<file path="config.mk">
export PLATFORM = sky130hd
export DESIGN_NAME = ntt_bf_scheduler
export DESIGN_NICKNAME = d
export VERILOG_FILES = /design/src/rtl/ntt_bf_scheduler.sv
export SDC_FILE = /design/constraint.sdc
export NUM_CORES = 1
export LEC_CHECK = 0
export CORE_ASPECT_RATIO = 1.75
export CORE_UTILIZATION = 35
export DETAILED_ROUTE_END_ITERATION = 12
export GPL_TIMING_DRIVEN = 0
export PLACE_DENSITY = 0.72
export SLEW_MARGIN = 25
export SYNTH_ARGS = -nofsm -noshare
export SYNTH_HDL_FRONTEND = slang
export SYNTH_SLANG_ARGS = --single-unit
</file>
<file path="constraint.sdc">
create_clock -name clk -period 3.58 [get_ports clk]
set_input_delay 0.358 -clock clk [delete_from_list [all_inputs] [get_ports clk]]
set_output_delay 0.358 -clock clk [all_outputs]
set_load 0.01 [all_outputs]
</file>
<file path="src/rtl/ntt_bf_scheduler.sv">
// Address and control sequencer for an in-place NTT/INTT: walks the butterfly
// pairs layer by layer, feeds an external butterfly unit and writes results back.
module ntt_bf_scheduler #(
    parameter int N          = 256,
    parameter int Q          = 3329,
    parameter int FIFO_DEPTH = 8,
    localparam int AW        = $clog2(N),
    localparam int QW        = $clog2(Q),
    localparam int KW        = AW - 1
) (
    input  logic          clk,
    input  logic          reset,
    input  logic          start,
    input  logic          mode,
    output logic          busy,
    output logic          done,
    output logic          err,
    output logic          rd_en,
    output logic [AW-1:0] rd_addr_a,
    output logic [AW-1:0] rd_addr_b,
    input  logic [QW-1:0] rd_data_a,
    input  logic [QW-1:0] rd_data_b,
    output logic [KW-1:0] tw_addr,
    input  logic [QW-1:0] tw_data,
    output logic [1:0]    bf_operation,
    output logic          bf_valid_in,
    output logic [QW-1:0] bf_a_in,
    output logic [QW-1:0] bf_b_in,
    output logic [QW-1:0] bf_omega,
    input  logic [QW-1:0] bf_a_out,
    input  logic [QW-1:0] bf_b_out,
    input  logic          bf_valid_out,
    output logic          wr_en,
    output logic [AW-1:0] wr_addr_a,
    output logic [AW-1:0] wr_addr_b,
    output logic [QW-1:0] wr_data_a,
    output logic [QW-1:0] wr_data_b,
    output logic [1:0]    dbg_state
);

    // Butterfly handshake: a request is one cycle of bf_valid_in with its operands;
    // each bf_valid_out is matched in order to the oldest pair still in flight.
    localparam int PAIRS = N / 2;
    localparam int CW    = $clog2(FIFO_DEPTH + 1);
    localparam int PW    = (FIFO_DEPTH > 1) ? $clog2(FIFO_DEPTH) : 1;
    localparam int LW    = $clog2(AW);
    localparam logic [LW-1:0] LAST_LAYER = LW'(AW - 2);

    typedef enum logic [1:0] {
        S_IDLE  = 2'd0,
        S_ISSUE = 2'd1,
        S_DRAIN = 2'd2,
        S_DONE  = 2'd3
    } state_t;

    state_t          state, state_nxt;
    logic            mode_r;
    logic [AW-1:0]   len_r;
    logic [KW-1:0]   p_r;
    logic [KW-1:0]   k_r;
    logic [LW-1:0]   layer_r;
    logic [CW-1:0]   count, count_nxt;
    logic [PW-1:0]   wr_ptr, rd_ptr;
    logic [2*AW-1:0] fifo_mem [FIFO_DEPTH];

    logic [AW-1:0] p_ext, len_mask, pair_a, pair_b;
    logic          issue, pop, group_end, last_pair;

    // Pair index p splits into group bits (above len) and offset bits (below len);
    // inserting a zero at the len bit gives the lower address of the pair.
    assign p_ext     = {1'b0, p_r};
    assign len_mask  = len_r - 1'b1;
    assign pair_a    = ((p_ext & ~len_mask) << 1) | (p_ext & len_mask);
    assign pair_b    = pair_a | len_r;
    assign group_end = (p_ext & len_mask) == len_mask;
    assign last_pair = &p_r;

    assign issue = (state == S_ISSUE) && (count != CW'(FIFO_DEPTH));
    assign pop   = bf_valid_out && (count != '0);

    always_comb begin
        count_nxt = count;
        case ({issue, pop})
            2'b10:   count_nxt = count + 1'b1;
            2'b01:   count_nxt = count - 1'b1;
            default: count_nxt = count;
        endcase
    end

    always_comb begin
        state_nxt = state;
        case (state)
            S_IDLE:  if (start) state_nxt = S_ISSUE;
            S_ISSUE: if (issue && last_pair) state_nxt = S_DRAIN;
            S_DRAIN: if (count_nxt == '0)
                         state_nxt = (layer_r == LAST_LAYER) ? S_DONE : S_ISSUE;
            S_DONE:  state_nxt = S_IDLE;
            default: state_nxt = S_IDLE;
        endcase
    end

    assign busy         = (state == S_ISSUE) || (state == S_DRAIN);
    assign done         = (state == S_DONE);
    assign dbg_state    = state;
    assign rd_en        = issue;
    assign rd_addr_a    = issue ? pair_a : '0;
    assign rd_addr_b    = issue ? pair_b : '0;
    assign tw_addr      = issue ? k_r : '0;
    assign bf_operation = {1'b0, mode_r};
    assign bf_a_in      = bf_valid_in ? rd_data_a : '0;
    assign bf_b_in      = bf_valid_in ? rd_data_b : '0;
    assign bf_omega     = bf_valid_in ? tw_data : '0;
    assign wr_en        = pop;
    assign wr_addr_a    = pop ? fifo_mem[rd_ptr][2*AW-1:AW] : '0;
    assign wr_addr_b    = pop ? fifo_mem[rd_ptr][AW-1:0] : '0;
    assign wr_data_a    = pop ? bf_a_out : '0;
    assign wr_data_b    = pop ? bf_b_out : '0;

    always_ff @(posedge clk) begin
        if (issue) fifo_mem[wr_ptr] <= {pair_a, pair_b};
    end

    always_ff @(posedge clk or posedge reset) begin
        if (reset) begin
            state       <= S_IDLE;
            mode_r      <= 1'b0;
            len_r       <= '0;
            p_r         <= '0;
            k_r         <= '0;
            layer_r     <= '0;
            count       <= '0;
            wr_ptr      <= '0;
            rd_ptr      <= '0;
            bf_valid_in <= 1'b0;
            err         <= 1'b0;
        end else begin
            state       <= state_nxt;
            count       <= count_nxt;
            bf_valid_in <= issue;
            if (bf_valid_out && count == '0) err <= 1'b1;
            if (issue) wr_ptr <= (wr_ptr == PW'(FIFO_DEPTH - 1)) ? '0 : wr_ptr + 1'b1;
            if (pop)   rd_ptr <= (rd_ptr == PW'(FIFO_DEPTH - 1)) ? '0 : rd_ptr + 1'b1;
            if (state == S_IDLE && start) begin
                mode_r  <= mode;
                len_r   <= mode ? AW'(2) : AW'(PAIRS);
                k_r     <= mode ? KW'(PAIRS - 1) : KW'(1);
                p_r     <= '0;
                layer_r <= '0;
            end
            // p wraps to zero on the last pair, ready for the next layer.
            if (issue) begin
                p_r <= p_r + 1'b1;
                if (group_end) k_r <= mode_r ? k_r - 1'b1 : k_r + 1'b1;
            end
            if (state == S_DRAIN && count_nxt == '0 && layer_r != LAST_LAYER) begin
                layer_r <= layer_r + 1'b1;
                len_r   <= mode_r ? (len_r << 1) : (len_r >> 1);
            end
        end
    end

endmodule
</file>
### Word-level counts from Yosys, hierarchy flattened

Memory sizes are Yosys's and may differ from the RTL's.
Cells that the tools add are included.
Widths: inputs -> output; s select.

| word-level totals | value |
|---|---|
| output and inout port bits | 109 |
| bits in registers | 40 |
| logic and storage cells | 89 |
| bits of input ports | 65 |
| bits in writable memories | 128 |
| memories | 1 |

Memories:

| name | words | bits a word | rd ports | clocked after memory_dff | write ports | line | RTL |
|---|---|---|---|---|---|---|---|
| fifo_mem | 8 | 16 | 1 | 0 | 1 | 64 | `logic [2*AW-1:0] fifo_mem [FIFO_DEPTH];` |

| cells by class | value |
|---|---|
| $add $sub $neg | 9 |
| bitwise operators | 5 |
| reduce and logical (&&, ||, !) cells | 16 |
| equal/unequal tests | 14 |
| multiplexer cells | 33 |

Operator list:

| kind | number |
|---|---|
| $mux 8 | 8 |
| $mux 12 | 5 |
| $mux 7 | 8 |
| $or 8x8->8 | 2 |
| $add 7x1->7 const B | 2 |
| $mux 3 | 4 |
| $add 3x1->3 const B | 3 |
| $eq 3x3->1 const B | 3 |
| $and 7x8->8 | 1 |
| $eq 8x8->1 | 1 |
| $logic_not 4->1 | 2 |
| $mux 2 | 4 |
| $pmux 2 s4 | 1 |
| $pmux 4 s2 | 1 |
| $sub 8x1->8 const B | 1 |
| $and 7x7->7 | 1 |
| $logic_and 1x1->1 | 7 |
| $not 7->7 | 1 |
| $reduce_and 7->1 | 1 |
| $sub 7x1->7 const B | 1 |
| $eq 2x2->1 const B | 3 |
| $add 4x1->4 const B | 1 |
| $eq 2x1->1 const B | 2 |
| $ne 2x2->1 const B | 2 |
| 10 further kinds | 12 |

### Logic depth before layout (Yosys ltp)

Gate-level depths: netlist (run 1).

| logic depth | value |
|---|---|
| depth after elaboration | 8 |
| mapped depth | 15 |
| gate-level depth less buffers | 12 |

### Worst setup path before layout (run 1)

No wires, ideal clock.

| path | value |
|---|---|
| kind | register to register |
| start point | register count[0] |
| end point | register state[1] (netlist: dbg_state[1]) |
| cell stages (with the launch flop) | 15 |
| arrival | 3.241 ns |
| setup slack | 0.213 ns |
| data required time | 3.454 ns |
| cell sequence | dfrtp_1 buf_4 or4b_4 buf_6 nand2_2 buf_2 ha_1 xor2_1 ha_1 a21oi_1 mux2_2 mux2i_1 nand3_1 a21o_1 a311o_1 |

| on the way | value |
|---|---|
| longest elaborated chain between the ends | 7 |

Ends and longest elaborated chain:

| element | line | RTL |
|---|---|---|
| from (decl) | 62 | `logic [CW-1:0] count, count_nxt;` |
| from (signal assigned) | 138 | `count <= count_nxt;` |
| $ne 4x4->1 or $reduce_bool 4->1 (tied branches) | 78, 79 |  |
| $logic_and 1x1->1, on equally long branches | 78, 79 |  |
| $eq 2x1->1 or $eq 2x2->1 (tied branches) | 83 | `case ({issue, pop})` |
| $pmux 4 s2 | 83 |  |
| $logic_not 4->1 | 95 | `S_DRAIN: if (count_nxt == '0)` |
| $ne 2x2->1 (no line) | -- |  |
| $reduce_and 3->1 (no line) (*) | -- |  |
| to (signal assigned) | 137 | `state <= state_nxt;` |
| to (decl) | 56 | `state_t state, state_nxt;` |

Mark *: on every way between the ends. The rest lies on a longest branch, timed or not.
A chain may end at the register's enable or synchronous reset.

### Worst setup path in the final report (run 1)

| path | value |
|---|---|
| start point | register len_r[0] |
| end point | output rd_addr_b[7] |

| on the way | value |
|---|---|
| longest elaborated chain between the ends | 6 |

Ends and longest elaborated chain:

| element | line | RTL |
|---|---|---|
| from (decl) | 58 | `logic [AW-1:0] len_r;` |
| from (signal assigned) | 145 | `len_r <= mode ? AW'(2) : AW'(PAIRS);` |
| from (signal assigned) | 157 | `len_r <= mode_r ? (len_r << 1) : (len_r >> 1);` |
| $sub 8x1->8 (*) | 72 | `assign len_mask = len_r - 1'b1;` |
| $not 7->7 | 73 | `assign pair_a = ((p_ext & ~len_mask) << 1) \| (p_ext & len_mask);` |
| $and 7x7->7 | 73 |  |
| $or 8x8->8 (*) | 73 |  |
| $or 8x8->8 (*) | 74 | `assign pair_b = pair_a \| len_r;` |
| named net pair_b[7] | 66 | `logic [AW-1:0] p_ext, len_mask, pair_a, pair_b;` |
| $mux 8 (*) | 107 | `assign rd_addr_b = issue ? pair_b : '0;` |
| to (decl) | 20 | `output logic [AW-1:0] rd_addr_b,` |

Mark *: on every way through the listed nets, which the timed path passes. The rest lies on a longest branch.

==> impl_metrics.tcl, run 1 <==
set metrics [dict create \
    hold_buffers 0 \
    min_period_over_period_pct 95.7 \
    slowest_stage "clkdlybuf4s50_1" \
    cts_tree "yes" \
    initial_core_util_pct 35.8 \
    via_per_inst 4.99 \
    grt_pass1_vias 5602 \
    dpl.hpwl_mm 14.7 \
    drt-total-wl_mm 20.2 \
    synth_xor_area_share_pct 1.62 \
    tns_ns 0 \
    worst_pin_slew_ns 0.923 \
    setup_viol 0 \
    fin_worst_skew_ns 0.0166 \
    worstSkewPairLatency_ns 0.43 \
    grt_pass1_wl_mm 30.8 \
    period_minus_slack_ns 3.43 \
    core_um2 22700 \
    r2r-start "count[0]$_DFF_PP0_" \
    endpoint "rd_addr_b[7]" \
    dr.pass1.iters 4 \
    ios 174 \
    final_core_util_pct 49.0 \
    drc_errors 0 \
    synth_area_per_cell_um2 13.6 \
    p_leak_nw 4.12 \
    ir_worst_vdd_v 0.000325 \
    synthSimpleGateAreaFrac_pct 13.9 \
    fin_ws_ns 0.153 \
    cts_made_buffers 17 \
    synth_ff_type "edfxtp_1" \
    die_h_um 204 \
    rows 73 \
    arrival_ns 3.07 \
    r2r_cells 14 \
    startpoint "len_r[0]$_DFFE_PP0P_" \
    r2r_end "dbg_state[1]$_DFFE_PP0P_" \
    drive_gt1_share_pct 16.3 \
    vias 5603 \
    antennaDiodeCount 0 \
    slew_violations 0 \
    wl_per_cell_um 18.0 \
    yosysMostFrequentCell "edfxtp_1" \
    yosys.area.top_type "edfxtp_1" \
    syn-num-nets 687 \
    p_per_area_nw_per_um2 780 \
    hold_class "in -> async" \
    rrSetupSlack_ns 0.17 \
    hold_violations 0 \
    area_delta_synth_final_pct 37.1 \
    synth-seq-cells 168 \
    max-cap-violations 0 \
    cts.htree.levels 4 \
    endpoint_kind "output pin" \
    synth_mux_area_share_pct 12.8 \
    outcome "finished, final reports clean" \
    ys_top_cells_by_count "edfxtp_1 (128), and2_1 (71), dfrtp_1 (40)" \
    synth-edff-count 128 \
    yosys_warnings 0 \
    synth.top_cell.area_share_pct 47.3 \
    relSlewSlack_pct 38.5 \
    track_usage_pct 17.7 \
    synthTopCellsByArea "edfxtp_1 (47%), dfrtp_1 (12%), mux4_2 (8.9%), and2_1 (5.5%), mux2i_1 (3.6%)" \
    synthCells 600 \
    seq_area_frac_synth_pct 59.6 \
    synth_adder_area_share_pct 3.48 \
    max_freq_mhz 292 \
    synthArstFlopShare_pct 23.8 \
    grt_antenna_before_repair 0 \
    die_area_um2 23900 \
    nets 896 \
    required_ns 3.22 \
    port_buffers 172 \
    clk_pin_slew_ns 0.07 \
    post-place-ws_ns -0.469 \
    cts_buffer_depth 2 \
    die_x_um 117 \
    path_cells "inv_1 > ha_1 > nor3b_4 > or3b_1 > xor2_2 > nand2_2 > nand2b_4 > and2_1 > clkdlybuf4s50_1" \
    cts_root_buffer "clkbuf_16" \
    setup.worst_path.start_class "flop" \
    overflow 0 \
    drt_iter0_drc 318 \
    grt_max_degree 31 \
    critPathMaxStageDelay_ns 0.54 \
    cts.sinks 168 \
    ant_nets 0 \
    synth_area_um2 8130 \
    crit_fanout 9 \
    synth_compound_gate_area_share_pct 5.26 \
    power_mw 8.70 \
    crit_type "reg -> out" \
    synth_top_family_by_area "simple AND/OR/NAND/NOR gates" \
    place_congestion 0.799 \
    ys_types 62 \
]
-- worst max-delay path, delay by kind of cell (launching register included) --
family | cells | cell delay, ns
fa+ha+maj | 1 | 0.19
simple gates | 5 | 1.07
buf+inv | 2 | 0.66
flops | 1 | 0.44
xor+xnor | 1 | 0.27
-- timing repair --
action / 4_1_cts / 5_1_grt
gates cloned: 2 / 0
endpoints found under the setup margin: 18 / 18
buffers inserted: 1 / 3
hold endpoints to repair: 0 / 0
pin swaps: 1 / 1
resized for setup: 18 / 11
-- logic make-up after synthesis --
group           after synthesis
simple gates                206
compound gates               67
xor+xnor                     15
mux                          64
other cells                   1
flops                       168
fa+ha+maj                    22
buf+inv                      57
-- placed cells by master, fill, tap and decap left out, drive strengths merged, types with 2 or more instances in the layout --
cell type and count:
clkdlybuf4s50 172, edfxtp 128, and2 71, dfrtp 40, nand2 40, clkbuf 39
buf 35, mux4 32, nor2 31, mux2i 29, o21ai 22, ha 21
inv 20, a21oi 18, nand3 15, nor3 12, and3 9, nand2b 8
xor2 8, a21o 7, xnor2 7, clkinv 6, or2 5, clkinvlp 4
o21bai 3, nor2b 3, bufinv 3, mux2 3, nor4 3, nor3b 3
nand3b 2, o31ai 2, o22ai 2
-- where the power goes --
part	internal [mW]	total, mW	switching, mW
Combinational	1.93	4.03	2.10
Sequential	2.62	2.86	0.239
Clock	1.10	1.81	0.715
Total	5.65	8.70	3.05
-- routing by layer --
metal | vias up | GRT usage (%) | wire [um]
met1 | 2780 | 19.5 | 7500
met5 | - | 0 | 0
li1 | 2593 | - | -
met2 | 208 | 33.2 | 11300
met3 | 22 | 2.76 | 973
met4 | 0 | 6.24 | 348
-- how the worst min path moves through the flow --
stage | depth (start not counted) | startpoint | slack [ns] | endpoint
after floorplan | 1 | k_r[0]$_DFF_PP0_ | 0.47 | k_r[0]$_DFF_PP0_
final | 2 | reset | 0.20 | rd_ptr[2]$_DFFE_PP0N_
after global routing | 2 | reset | 0.22 | err$_DFFE_PP0P_
after CTS | 2 | reset | 0.20 | wr_ptr[0]$_DFFE_PP0P_
after detailed placement | 1 | err$_DFFE_PP0P_ | 0.45 | err$_DFFE_PP0P_
after global placement | 1 | err$_DFFE_PP0P_ | 0.44 | err$_DFFE_PP0P_
-- registers in the layout (all words and copies together), names as in the netlist --
signal and count:
bf_valid_in 1, count 4, dbg_state 2, err 1, fifo_mem 128, k_r 7, layer_r 3, len_r 8
mode_r 1, p_r 7, rd_ptr 3, wr_ptr 3
-- stage by stage --
step / hold WS, ns / area (um^2) / instances
finish: 0.197 / 11200 / 1122
global route: 0.222 / 11200 / 1122
CTS: 0.198 / 11100 / 1119
detailed placement: 0.453 / 10400 / 1085
global placement: 0.440 / 10200 / 1072
floorplan: 0.473 / 8130 / 600
-- layout make-up --
cell class                      instances  area (um^2)
Buffer                                 35          200
Sequential cell                       168         4840
Timing Repair inverter                  1         5.00
Inverter                               21         82.6
Tap cell                              300          375
Fill cell                            1891        11600
Timing Repair Buffer                  190         1880
Clock buffer                           21          440
Clock inverter                         11          150
Multi-Input combinational cell        375         3180
(Power assumes the default switching activity.)
==> run 2: changes to the inputs <==
Settings changed: CORE_ASPECT_RATIO 1.75 to unset.
==> impl_metrics.tcl, run 2 (synthesis gave the netlist of run 1 again) <==
set metrics [dict create \
    drive_gt1_share_pct 17.4 \
    critPathMaxStageDelay_ns 0.47 \
    hold_class "in -> async" \
    required_ns 3.22 \
    die_h_um 154 \
    r2r_end "layer_r[2]$_DFFE_PP0P_" \
    p_per_area_nw_per_um2 778 \
    via_per_inst 4.96 \
    grt_antenna_before_repair 0 \
    relSlewSlack_pct 41.5 \
    cts_made_buffers 17 \
    min_period_over_period_pct 98.8 \
    clk_pin_slew_ns 0.07 \
    port_buffers 172 \
    final_cell_mix "clkdlybuf4s50_1 (171), edfxtp_1 (128), and2_1 (71)" \
    dpl.hpwl_mm 14.6 \
    overflow 0 \
    ir_worst_vdd_v 0.000416 \
    fin_worst_skew_ns 0.0113 \
    internal-power_mw 5.57 \
    setup.worst_path.start_class "flop" \
    cts_buffer_depth 2 \
    cts.htree.levels 4 \
    reg_top3 "fifo_mem x128, len_r x8" \
    arrival_ns 3.18 \
    initial_core_util_pct 35.8 \
    vias 5530 \
    p_leak_nw 4.18 \
    rows 55 \
    period_minus_slack_ns 3.54 \
    grt_pass1_vias 5487 \
    slew_violations 0 \
    hold_buffers 0 \
    post-place-ws_ns -0.514 \
    area_delta_synth_final_pct 37.3 \
    final_core_util_pct 49.2 \
    final_common_cell "clkdlybuf4s50_1" \
    largest_reg_flops 128 \
    outcome "finished, final reports clean" \
    rrSetupSlack_ns 0.16 \
    top_register "fifo_mem" \
    antennaDiodeCount 0 \
    drc_errors 0 \
    crit_fanout 9 \
    core_um2 22700 \
    fin_ws_ns 0.0447 \
    max-cap-violations 0 \
    path_delay_family "simple AND/OR/NAND/NOR gates" \
    max_freq_mhz 283 \
    slowest_stage "clkdlybuf4s50_1" \
    worstSkewPairLatency_ns 0.42 \
    grt_pass1_wl_mm 31.5 \
    die_area_um2 23900 \
    timing.critical_path.buf_inv 3 \
    r2r_cells 14 \
    cts.sinks 168 \
    die_x_um 154 \
    clock_power_share_pct 20.4 \
    rsz0062_at_grt "yes" \
    cts_root_buffer "clkbuf_16" \
    pwr-share-seq_pct 32.9 \
    worst_pin_slew_ns 0.878 \
    track_usage_pct 17.6 \
    switchingPower_mw 3.12 \
    endpoint_kind "output pin" \
    drt_iter0_drc 369 \
    setup_viol 0 \
    cts_tree "yes" \
    place_congestion 0.819 \
    drt-total-wl_mm 20.3 \
    wl_per_cell_um 18.3 \
    path_cells "inv_2 > ha_1 > nor3b_4 > or3b_4 > xor2_2 > buf_4 > o2bb2ai_4 > or2_4 > and2_1 > clkdlybuf4s50_1" \
    nets 903 \
    r2r-start "count[0]$_DFF_PP0_" \
    grt_max_degree 30 \
    power_frac_comb_pct 46.8 \
    fill_cells 2001 \
    p_sw_share_pct 35.9 \
    ant_nets 0 \
    dr.pass1.iters 5 \
    hold_violations 0 \
    ios 174 \
    crit_type "reg -> out" \
]
## run 2: cell types whose count changed in the layout (fill, tap and decap cells not counted), moves of 3 or more
cell | before | now
buf_4 | 17 | 22
clkbuf_1 | 21 | 17
inv_6 | 0 | 4
clkinv_1 | 0 | 3
inv_8 | 0 | 3
## run 2: cell type report
type | instances | area [um^2] | share of cell area (%)
Timing Repair inverter | 1 | 5.00 | 0.0448
Clock buffer | 17 | 425 | 3.81
Multi-Input combinational cell | 375 | 3170 | 28.3
Buffer | 35 | 211 | 1.89
Timing Repair Buffer | 197 | 1940 | 17.3
Clock inverter | 15 | 143 | 1.28
Tap cell | 285 | 357 | 3.19
Inverter | 21 | 82.6 | 0.739
Sequential cell | 168 | 4840 | 43.4
## run 2: metal layers
layer / GRT usage (%) / wire length [um]
met5: 0 / 0
met4: 3.82 / 122
met3: 3.42 / 902
met2: 30.0 / 10300
met1: 23.3 / 9010
## run 2: power groups by stage
stage / clock (mW) / combinational (mW) / sequential [mW]
2_1_floorplan: 0 / 2.42 / 2.83
3_3_place_gp: 0 / 3.75 / 2.88
3_5_place_dp: 0 / 3.89 / 2.89
4_1_cts: 1.79 / 4.00 / 2.86
5_1_grt: 1.87 / 4.44 / 2.90
6_report: 1.77 / 4.06 / 2.85
## run 2: stage by stage
| stage | instance area (um^2) | cells | TNS (ns) | hold WS (ns) | power (mW) |
|---|---|---|---|---|---|
| final | 11200 | 1114 | 0 | 0.205 | 8.69 |
| after global routing | 11200 | 1114 | -0.0494 | 0.208 | 9.21 |
| after CTS | 11000 | 1105 | -0.0241 | 0.206 | 8.64 |
| after detailed placement | 10400 | 1072 | -5.97 | 0.450 | 6.78 |
| after global placement | 10200 | 1057 | -49.37 | 0.446 | 6.63 |
| after floorplan | 8130 | 600 | 0 | 0.473 | 5.24 |
## run 2: worst max path at each step
stage / startpoint / endpoint / slack (ns) / cells after the start
after detailed placement: bf_valid_out / len_r[0]$_DFFE_PP0P_ / -0.51 / 14
after CTS: len_r[1]$_DFFE_PP0P_ / rd_addr_b[6] / -0.02 / 9
after global routing: len_r[1]$_DFFE_PP0P_ / rd_addr_b[6] / -0.04 / 10
after global placement: dbg_state[1]$_DFFE_PP0P_ / fifo_mem[0][2]$_DFFE_PP_ / -1.08 / 5
after floorplan: count[0]$_DFF_PP0_ / dbg_state[1]$_DFFE_PP0P_ / 0.21 / 14
final: len_r[1]$_DFFE_PP0P_ / rd_addr_b[6] / 0.04 / 10
## run 2: repair_timing
action,CTS,global route
endpoints found under the setup margin,18,18
cloned,1,1
resized for setup,16,20
setup buffers,1,8
pin swaps,1,2
==> run 3: changes to the inputs <==
Settings changed: CAP_MARGIN set to 5.
==> results of run 3 <==
No change in the layout: final DEF, timing and power equal those of run 2.
